===== config.mk =====
export PLATFORM = sky130hd
export DESIGN_NAME = mandelbrot_iter_engine
export DESIGN_NICKNAME = d
export VERILOG_FILES = /design/src/rtl/mandelbrot_pkg.sv /design/src/rtl/mandelbrot_step_dp.sv /design/src/rtl/mandelbrot_iter_engine.sv
export SDC_FILE = /design/constraint.sdc
export NUM_CORES = 1
export LEC_CHECK = 0
export CORE_MARGIN = 2
export CORE_UTILIZATION = 57
export DETAILED_ROUTE_END_ITERATION = 16
export HOLD_SLACK_MARGIN = 0.03
export PLACE_DENSITY = 0.76
export SKIP_LAST_GASP = 1
export SYNTH_ARGS = -nofsm -noshare
export SYNTH_HDL_FRONTEND = slang
export SYNTH_SLANG_ARGS = --single-unit

===== constraint.sdc =====
create_clock -name clk -period 4.7 [get_ports clk]
set_clock_uncertainty 0.1 [all_clocks]
set_input_delay 0.705 -clock clk [delete_from_list [all_inputs] [get_ports clk]]
set_output_delay 0.705 -clock clk [all_outputs]
set_load 0.1 [all_outputs]

===== src/rtl/mandelbrot_pkg.sv =====
// Shared constants for the Mandelbrot iteration engine:
// mode codes, FSM state encoding and the escape threshold.
package mandelbrot_pkg;

  localparam logic [1:0] MODE_MANDEL = 2'd0;
  localparam logic [1:0] MODE_JULIA  = 2'd1;
  localparam logic [1:0] MODE_SHIP   = 2'd2;

  typedef enum logic [1:0] {
    IDLE = 2'd0,
    MUL  = 2'd1,
    UPD  = 2'd2,
    DONE = 2'd3
  } state_t;

  // 4.0 in the 4.(2W-4) product format
  function automatic logic [127:0] FOUR(input int unsigned w);
    return 128'd4 << (2 * w - 4);
  endfunction

endpackage


===== src/rtl/mandelbrot_step_dp.sv =====
// Combinational update step: next z from registered products,
// plus the magnitude-escape and overflow flags.
module mandelbrot_step_dp
  import mandelbrot_pkg::*;
#(
  parameter int WIDTH = 8
) (
  input  logic signed [2*WIDTH-1:0] i_m1,
  input  logic signed [2*WIDTH-1:0] i_m2,
  input  logic signed [2*WIDTH-1:0] i_m3,
  input  logic signed [WIDTH-1:0]   i_cr,
  input  logic signed [WIDTH-1:0]   i_ci,
  output logic signed [WIDTH-1:0]   o_nzr,
  output logic signed [WIDTH-1:0]   o_nzi,
  output logic                      o_size,
  output logic                      o_ovf
);

  localparam logic [2*WIDTH:0] L_FOUR =
    (2*WIDTH+1)'(FOUR(WIDTH));

  logic [2*WIDTH:0]        w_sum;
  logic signed [2*WIDTH:0] w_diff;
  logic signed [2*WIDTH:0] w_m3e;
  logic signed [WIDTH+2:0] w_nzr;
  logic signed [WIDTH+3:0] w_nzi;

  assign w_sum  = {1'b0, i_m1} + {1'b0, i_m2};
  assign w_diff = {i_m1[2*WIDTH-1], i_m1}
                - {i_m2[2*WIDTH-1], i_m2};
  assign w_m3e  = {i_m3[2*WIDTH-1], i_m3};

  // shift by W-3 on zr*zi yields 2*zr*zi
  assign w_nzr = (WIDTH+3)'(w_diff >>> (WIDTH-2))
               + {{3{i_cr[WIDTH-1]}}, i_cr};
  assign w_nzi = (WIDTH+4)'(w_m3e >>> (WIDTH-3))
               + {{4{i_ci[WIDTH-1]}}, i_ci};

  assign o_size = w_sum > L_FOUR;
  assign o_ovf  =
    !((&w_nzr[WIDTH+2:WIDTH-1]) || !(|w_nzr[WIDTH+2:WIDTH-1])) ||
    !((&w_nzi[WIDTH+3:WIDTH-1]) || !(|w_nzi[WIDTH+3:WIDTH-1]));

  assign o_nzr = w_nzr[WIDTH-1:0];
  assign o_nzi = w_nzi[WIDTH-1:0];

endmodule


===== src/rtl/mandelbrot_iter_engine.sv =====
// Per-pixel z = z^2 + c iteration engine with valid/ready I/O.
// Define BURNING_SHIP_EN to enable mode 2 (abs of z before squaring).
module mandelbrot_iter_engine
  import mandelbrot_pkg::*;
#(
  parameter int WIDTH      = 8,
  parameter int ITER_WIDTH = 8
) (
  input  logic                  clk,
  input  logic                  rst,
  input  logic                  in_valid,
  output logic                  in_ready,
  input  logic [1:0]            in_mode,
  input  logic [WIDTH-1:0]      in_pr,
  input  logic [WIDTH-1:0]      in_pi,
  input  logic [WIDTH-1:0]      julia_cr,
  input  logic [WIDTH-1:0]      julia_ci,
  input  logic [ITER_WIDTH-1:0] max_iter,
  output logic                  out_valid,
  input  logic                  out_ready,
  output logic [ITER_WIDTH-1:0] out_iter,
  output logic                  out_escaped,
  output logic                  busy
);

  state_t r_state, w_next;

  logic signed [WIDTH-1:0]   r_zr, r_zi, r_cr, r_ci;
  logic signed [2*WIDTH-1:0] r_m1, r_m2, r_m3;
  logic [ITER_WIDTH-1:0]     r_iter, r_max, r_out_iter;
  logic                      r_out_esc;

  logic signed [WIDTH-1:0] w_ar, w_ai, w_nzr, w_nzi;
  logic                    w_size, w_ovf, w_last;
  logic [ITER_WIDTH-1:0]   w_iter_inc;

`ifdef BURNING_SHIP_EN
  logic r_ship;

  function automatic logic signed [WIDTH-1:0] f_abs(
    input logic signed [WIDTH-1:0] a
  );
    if (a == {1'b1, {(WIDTH-1){1'b0}}})
      return {1'b0, {(WIDTH-1){1'b1}}};
    return a[WIDTH-1] ? -a : a;
  endfunction

  assign w_ar = r_ship ? f_abs(r_zr) : r_zr;
  assign w_ai = r_ship ? f_abs(r_zi) : r_zi;
`else
  assign w_ar = r_zr;
  assign w_ai = r_zi;
`endif

  mandelbrot_step_dp #(.WIDTH(WIDTH)) u_dp (
    .i_m1   (r_m1),
    .i_m2   (r_m2),
    .i_m3   (r_m3),
    .i_cr   (r_cr),
    .i_ci   (r_ci),
    .o_nzr  (w_nzr),
    .o_nzi  (w_nzi),
    .o_size (w_size),
    .o_ovf  (w_ovf)
  );

  assign w_iter_inc = r_iter + ITER_WIDTH'(1);
  assign w_last     = (w_iter_inc == r_max);

  always_ff @(posedge clk or posedge rst) begin
    if (rst) r_state <= IDLE;
    else     r_state <= w_next;
  end

  always_comb begin
    w_next = r_state;
    unique case (r_state)
      IDLE:
        if (in_valid)
          w_next = (max_iter == '0) ? DONE : MUL;
      MUL: w_next = UPD;
      UPD:
        w_next = (w_size || w_ovf || w_last) ? DONE : MUL;
      DONE:
        if (out_ready) w_next = IDLE;
      default: w_next = IDLE;
    endcase
  end

  always_ff @(posedge clk or posedge rst) begin
    if (rst) begin
      r_zr       <= '0;
      r_zi       <= '0;
      r_cr       <= '0;
      r_ci       <= '0;
      r_m1       <= '0;
      r_m2       <= '0;
      r_m3       <= '0;
      r_iter     <= '0;
      r_max      <= '0;
      r_out_iter <= '0;
      r_out_esc  <= 1'b0;
`ifdef BURNING_SHIP_EN
      r_ship     <= 1'b0;
`endif
    end else begin
      unique case (r_state)
        IDLE: if (in_valid) begin
          r_iter <= '0;
          r_max  <= max_iter;
          if (in_mode == MODE_JULIA) begin
            r_zr <= in_pr;
            r_zi <= in_pi;
            r_cr <= julia_cr;
            r_ci <= julia_ci;
          end else begin
            r_zr <= '0;
            r_zi <= '0;
            r_cr <= in_pr;
            r_ci <= in_pi;
          end
`ifdef BURNING_SHIP_EN
          r_ship <= (in_mode == MODE_SHIP);
`endif
          if (max_iter == '0) begin
            r_out_iter <= '0;
            r_out_esc  <= 1'b0;
          end
        end
        MUL: begin
          r_m1 <= (2*WIDTH)'(w_ar) * (2*WIDTH)'(w_ar);
          r_m2 <= (2*WIDTH)'(w_ai) * (2*WIDTH)'(w_ai);
          r_m3 <= (2*WIDTH)'(w_ar) * (2*WIDTH)'(w_ai);
        end
        UPD:
          if (w_size || w_ovf) begin
            r_out_iter <= r_iter;
            r_out_esc  <= 1'b1;
          end else if (w_last) begin
            r_out_iter <= r_max;
            r_out_esc  <= 1'b0;
          end else begin
            r_zr   <= w_nzr;
            r_zi   <= w_nzi;
            r_iter <= w_iter_inc;
          end
        default: ;
      endcase
    end
  end

  assign in_ready    = (r_state == IDLE);
  assign out_valid   = (r_state == DONE);
  assign busy        = (r_state != IDLE);
  assign out_iter    = r_out_iter;
  assign out_escaped = r_out_esc;

endmodule


# ---- After elaboration in Yosys (flattened, before gate mapping)
# Cells that the tools add are included.
dict set report word_totals {
  ff_bits 107
  input_bits 46
  output_inout_bits 12
  word_cells 84
}
dict set report op_classes {
  addsub 5
  multipliers 3
  order_cmp 1
  n_eq_ne 11
  n_mux 31
  reduce_logical 21
}
# cell count
set op_table {}
lappend op_table {{$mux 8} 17}
lappend op_table {{$pmux 8 s2} 4}
lappend op_table {{$mul 8x8->16} 3}
lappend op_table {{$add 16x16->17} 1}
lappend op_table {{$gt 17x15->1 const B} 1}
lappend op_table {{$sub 16x16->17} 1}
lappend op_table {{$add 11x8->12} 1}
lappend op_table {{$reduce_and 4->1} 3}
lappend op_table {{$add 11x11->11} 1}
lappend op_table {{$add 8x1->8 const B} 1}
lappend op_table {{$eq 8x8->1} 1}
lappend op_table {{$logic_not 8->1} 1}
lappend op_table {{$mux 2} 4}
lappend op_table {{$pmux 2 s4} 1}
lappend op_table {{$ne 2x2->1 const B} 3}
lappend op_table {{$logic_or 1x1->1} 5}
lappend op_table {{$reduce_and 5->1} 1}
lappend op_table {{$reduce_or 5->1} 1}
lappend op_table {{$eq 2x1->1 const B} 2}
lappend op_table {{$eq 2x2->1 const B} 2}
lappend op_table {{$logic_not 1->1} 4}
lappend op_table {{$mux 1} 4}
lappend op_table {{$ne 2x1->1 const B} 2}
lappend op_table {{$reduce_and 2->1} 2}
lappend op_table {{5 further kinds} 6}

# ---- Logic depth before layout (Yosys ltp)
dict set report logic_depth {
  word_depth 11
  depth_mapped 22
  depth_no_buf 20
}

# ---- Hierarchy
# Synthesis repeated with hierarchy kept, for this count alone.
dict set report unflattened {
  cells_unflattened 1551
  hier_area_um2 13927.1
}
# module instances cells_each area_each_um2 seq_area_each_um2
set modules_own_cells {}
lappend modules_own_cells {mandelbrot_iter_engine 1 1202 11410.9 2627.5}
lappend modules_own_cells {mandelbrot_step_dp 1 349 2516.2 0.0}

# ---- Worst setup path before layout
# Ideal clock, no wire load.
dict set report synth_timing {
  path_kind {register to register}
  startpoint {reg r_m1[2]}
  endpoint {reg r_out_iter[7] (netlist: out_iter[7])}
  setup_time_ns 0.147
  arrival_time_ns 4.444
  required_ns 4.453
  setup_slack_ns 0.008
  path_stages_with_launch 21
  n_path_buf 2
  synth_period_minus_slack_ns 4.692
  path_cell_list {dfrtp_1 > ha_1 > nor2b_1 > o21a_1 > o21a_1 > o21ai_0 > a21oi_1 > o2111ai_1 > a31oi_1 > or4b_2 > nand3_1 > ha_1 > mux2i_1 > o311a_1 > o211ai_1 > or3_1 > mux2i_1 > clkbuf_1 > and2_1 > buf_2 > o221ai_1}
}
dict set report synth_between {
  elab_chain_cells 10
  elab_cells_between_ends 15
  cone_classes {add/sub (3); order compare (1); eq/ne (1); mux (2); reduce/logical (8)}
}
# element line_no
set synth_lines {}
lappend synth_lines {{start, declared} mandelbrot_iter_engine.sv:29} ;# logic signed [2*WIDTH-1:0] r_m1, r_m2, r_m3;
lappend synth_lines {{start signal, assigned} mandelbrot_iter_engine.sv:131} ;# r_m1 <= (2*WIDTH)'(w_ar) * (2*WIDTH)'(w_ar);
lappend synth_lines {{$sub 16x16->17} mandelbrot_step_dp.sv:30} ;# - {i_m2[2*WIDTH-1], i_m2};
lappend synth_lines {{$add 11x11->11} mandelbrot_step_dp.sv:35} ;# + {{3{i_cr[WIDTH-1]}}, i_cr};
lappend synth_lines {{$reduce_or 4->1} mandelbrot_step_dp.sv:41} ;# !((&w_nzr[WIDTH+2:WIDTH-1]) || !(|w_nzr[WIDTH+2:WIDTH-1])) ||
lappend synth_lines {{$logic_not 1->1} mandelbrot_step_dp.sv:41}
lappend synth_lines {{$logic_or 1x1->1} mandelbrot_step_dp.sv:41}
lappend synth_lines {{$logic_not 1->1} mandelbrot_step_dp.sv:41}
lappend synth_lines {{$logic_or 1x1->1} mandelbrot_step_dp.sv:41}
lappend synth_lines {{$logic_or 1x1->1 *} mandelbrot_iter_engine.sv:136} ;# if (w_size || w_ovf) begin
lappend synth_lines {{$ne 3x3->1 (no source line) or $mux 8 (tied branches)} --}
lappend synth_lines {{$reduce_and 4->1 (no source line) or $pmux 8 s2 (tied branches)} --}
lappend synth_lines {{end signal, assigned} mandelbrot_iter_engine.sv:137} ;# r_out_iter <= r_iter;
lappend synth_lines {{end signal, assigned} mandelbrot_iter_engine.sv:140} ;# r_out_iter <= r_max;
lappend synth_lines {{end, declared} mandelbrot_iter_engine.sv:30} ;# logic [ITER_WIDTH-1:0] r_iter, r_max, r_out_iter;
# Mark *: on every way between the ends. The rest lies on a longest branch, timed or not.
# A chain may end at the register's enable or synchronous reset.

# ---- Worst setup path after layout
dict set report layout_timing {
  startpoint {reg r_zi[7]}
  endpoint {reg r_m3[13]}
}
dict set report layout_between {
  elab_chain_cells 1
}
# element line_no
set layout_lines {}
lappend layout_lines {{start, declared} mandelbrot_iter_engine.sv:28} ;# logic signed [WIDTH-1:0] r_zr, r_zi, r_cr, r_ci;
lappend layout_lines {{start signal, assigned} mandelbrot_iter_engine.sv:113} ;# r_zi <= in_pi;
lappend layout_lines {{start signal, assigned} mandelbrot_iter_engine.sv:144} ;# r_zi <= w_nzi;
lappend layout_lines {{$mul 8x8->16} mandelbrot_iter_engine.sv:133} ;# r_m3 <= (2*WIDTH)'(w_ar) * (2*WIDTH)'(w_ai);
lappend layout_lines {{end signal, assigned} mandelbrot_iter_engine.sv:133}
lappend layout_lines {{end, declared} mandelbrot_iter_engine.sv:29}
# No other way between the ends.

==> impl_results.md <==
- Status: finished, final reports clean
- Detailed placement HPWL: 25830 µm
- CTS tree: done
- Post-synth top flop: dfrtp_1
- Number of synthesized register bits: 100
- Worst path arrival time: ~4.8 ns
- Total number of vias: between 10000 and 15000
- Synth cell types: 75
- Htree depth: 3
- Placement Setup Slack: -0.1605 ns
- Clk buf depth: 2
- Post-synth EDFFs: 0
- Highest-delay cell along the critical path: fa_1
- Worst setup margin: 0.05458 ns
- Startpoint Class: register
- Cell family contributing the most delay on the critical path: adder cells
- CP Class: reg2reg
- Post-Syn Area: about 13000 µm²
- DRC Markers: 0
- Final Setup Violations: 0
- Clock latency on the worst-skew pair: 0.36 ns
- Core Region: around 23000 µm²
- Slew HR: 0.2946
- WHS: 0.3999 ns
- Total grt overflow: 0
- Min Tclk post-route: 4.645 ns
- RD Place Congestion: 0.8883
- Initial antenna violation count: 1
- Initial Util: 0.5765
- Tot GR Track Use: 0.2730
- Row cnt: 56
- Post-Syn Nets: ~1800
- Commonest non-fill, non-tap cell in the layout: inv_1
- Sequential element share of the synthesized area: 0.1860
- Vias per Instance: between 5 and 6
- Worst endpoint required time: 4.82 ns
- Layout cells sized above 1: 0.2043
- Fin crit share: 0.9884
- Avg Inst Size Synth: just over 9 µm²
- CP Cell Sequence: buf_4, fa_1, inv_1, fa_1, inv_1, fa_1, inv_1, fa_1, inv_1, ha_4, a211o_1, a211oi_2, o21ai_0, a21oi_1, xor2_1, o21ai_0
- Area growth, synth to finish: 21.37%
- Root Buffer: clkbuf_16
- Final Hold Fails: 0
- DRT iter0 DRCs: about 630
- Synth async-reset ratio: 1.000
- Largest stage delay on the critical path: between 0.5 and 0.6 ns
- Top fanout value on the critical path: 7
- Synth warn: 0
- Clock-pin slew on the worst setup and hold paths: ~0.090 ns
- Most frequent cells in the layout: inv_1, fa_1, buf_4
- Hold Crit Class: reg2reg
- FMAX: 215.3 MHz
- Count of buffers from port buffering: between 50 and 60
- Worst-Margin Slew: 1.058 ns
- DRT antenna net count: 0
- RSZ-0062 raised after global routing: true
- Vias in the first global route: 10950
- 1st-pass router iterations: 5
- Clock sinks: 100
- IO Count: just under 60
- Die footprint: about 25000 µm²
- First-pass GRT wire length: approximately 54000 µm
- TritonCTS buffer count: 9
- Max-Cap Viols: 0
- Largest net degree at the start of global routing: between 80 and 90
- CP endpoint kind: register
- Die Y-Extent: 157.6 µm
- Die W: roughly 160 µm
- Average routed wire per standard cell: around 18 µm
- Synth Instances: approximately 1500
- Drt total wl: 34390 µm
- Final non-filler cell total: 1965
- Final slew viol count: 0
- Buf/Inv on CP: 5
- DP Cell Count: between 1500 and 2000
- Layout Nets: slightly below 2000
layout make-up:
cell class                 count  area (µm²)
sequential                   100        2519
fill                        1701        7005
clock buffer                   9       225.2
clock inverter                 7       91.34
timing repair buffer         211        1831
antenna                        1       2.502
multi-input combinational   1081       10370
inverter                     237       892.1
tap                          319       399.1
cell usage after synthesis (16+ instances only):
cell type,count,share of area
a21o_1,17,0.0095
a21oi_1,60,0.022
and2_1,75,0.035
and3_1,18,0.0084
clkbuf_1,52,0.015
dfrtp_1,100,0.19
fa_1,149,0.22
ha_1,136,0.13
inv_1,237,0.066
mux2_2,19,0.016
mux2i_1,28,0.021
nand2_1,110,0.031
nand2b_1,30,0.014
nand3_1,24,0.0089
nor2_1,74,0.021
nor3_1,16,0.0060
o21ai_0,70,0.026
xnor2_1,53,0.035
xor2_1,24,0.016
timing repair:
item,CTS,global route
setup endpoints to repair,43,46
cloned,2,2
hold buffers,0,0
resized for setup,44,127
pin swaps,10,82
buffers inserted,5,33
cells by family (layout without fill, tap and decap cells):
group	count (synthesis)	count (layout)	synth area share
buffers and inverters	301	464	0.08548
xor gates and xnor gates	77	77	0.05014
and+or+nand+nor	408	408	0.1571
adders and majority gates	285	285	0.3482
other	0	1	0
AOI/OAI and AO/OA	258	258	0.1296
DFF	100	100	0.1860
muxes	53	53	0.04344
final timing paths:
check | slack [ns] | to | from | cells after the start
worst max-delay path | 0.05 | r_m3[13] | r_zi[7] | 16
worst min-delay path | 0.40 | r_m3[7] | r_m3[7] | 2
worst max register to register | 0.05 | r_m3[13] | r_zi[7] | 16
worst min register to register | 0.40 | r_m3[7] | r_m3[7] | 2
max in group asynchronous | 2.73 | r_m1[15] | rst | 3
min in group asynchronous | 0.86 | r_cr[7] | rst | 2
worst min-delay path, cell delays in order, from the launching register on:
cell     delay [ns]
dfrtp_1        0.36
nand2_1        0.05
o21ai_0        0.06
through the flow:
stage	area (µm²)	setup TNS, ns	util
6_report	16330	0	0.6998
4_1_cts	15590	0	0.6682
5_1_grt	16320	-2.244	0.6996
3_3_place_gp	15060	-0.7193	0.6454
3_5_place_dp	15060	-3.850	0.6454
2_1_floorplan	13450	0	-
sequential cells by signal (all words and copies together), names as in the netlist:
signal       flops
r_m1            15
r_ci             8
r_max            8
r_m3            11
r_zr             8
r_state          2
r_zi             8
out_escaped      1
r_m2            15
out_iter         8
r_iter           8
r_cr             8
per-layer routing:
| metal | up-vias | share of wire | track usage |
|---|---|---|---|
| met4 | 0 | 0.038 | 0.09004 |
| met2 | 270 | 0.51 | 0.4772 |
| met3 | 82 | 0.043 | 0.04489 |
| met5 | - | 0 | 0 |
| met1 | 5403 | 0.41 | 0.3448 |
| li1 | 5164 | - | - |
Power is left out: the tool's default activity adds up to more than one toggle a clock period on the data nets, which glitch-free logic cannot reach.
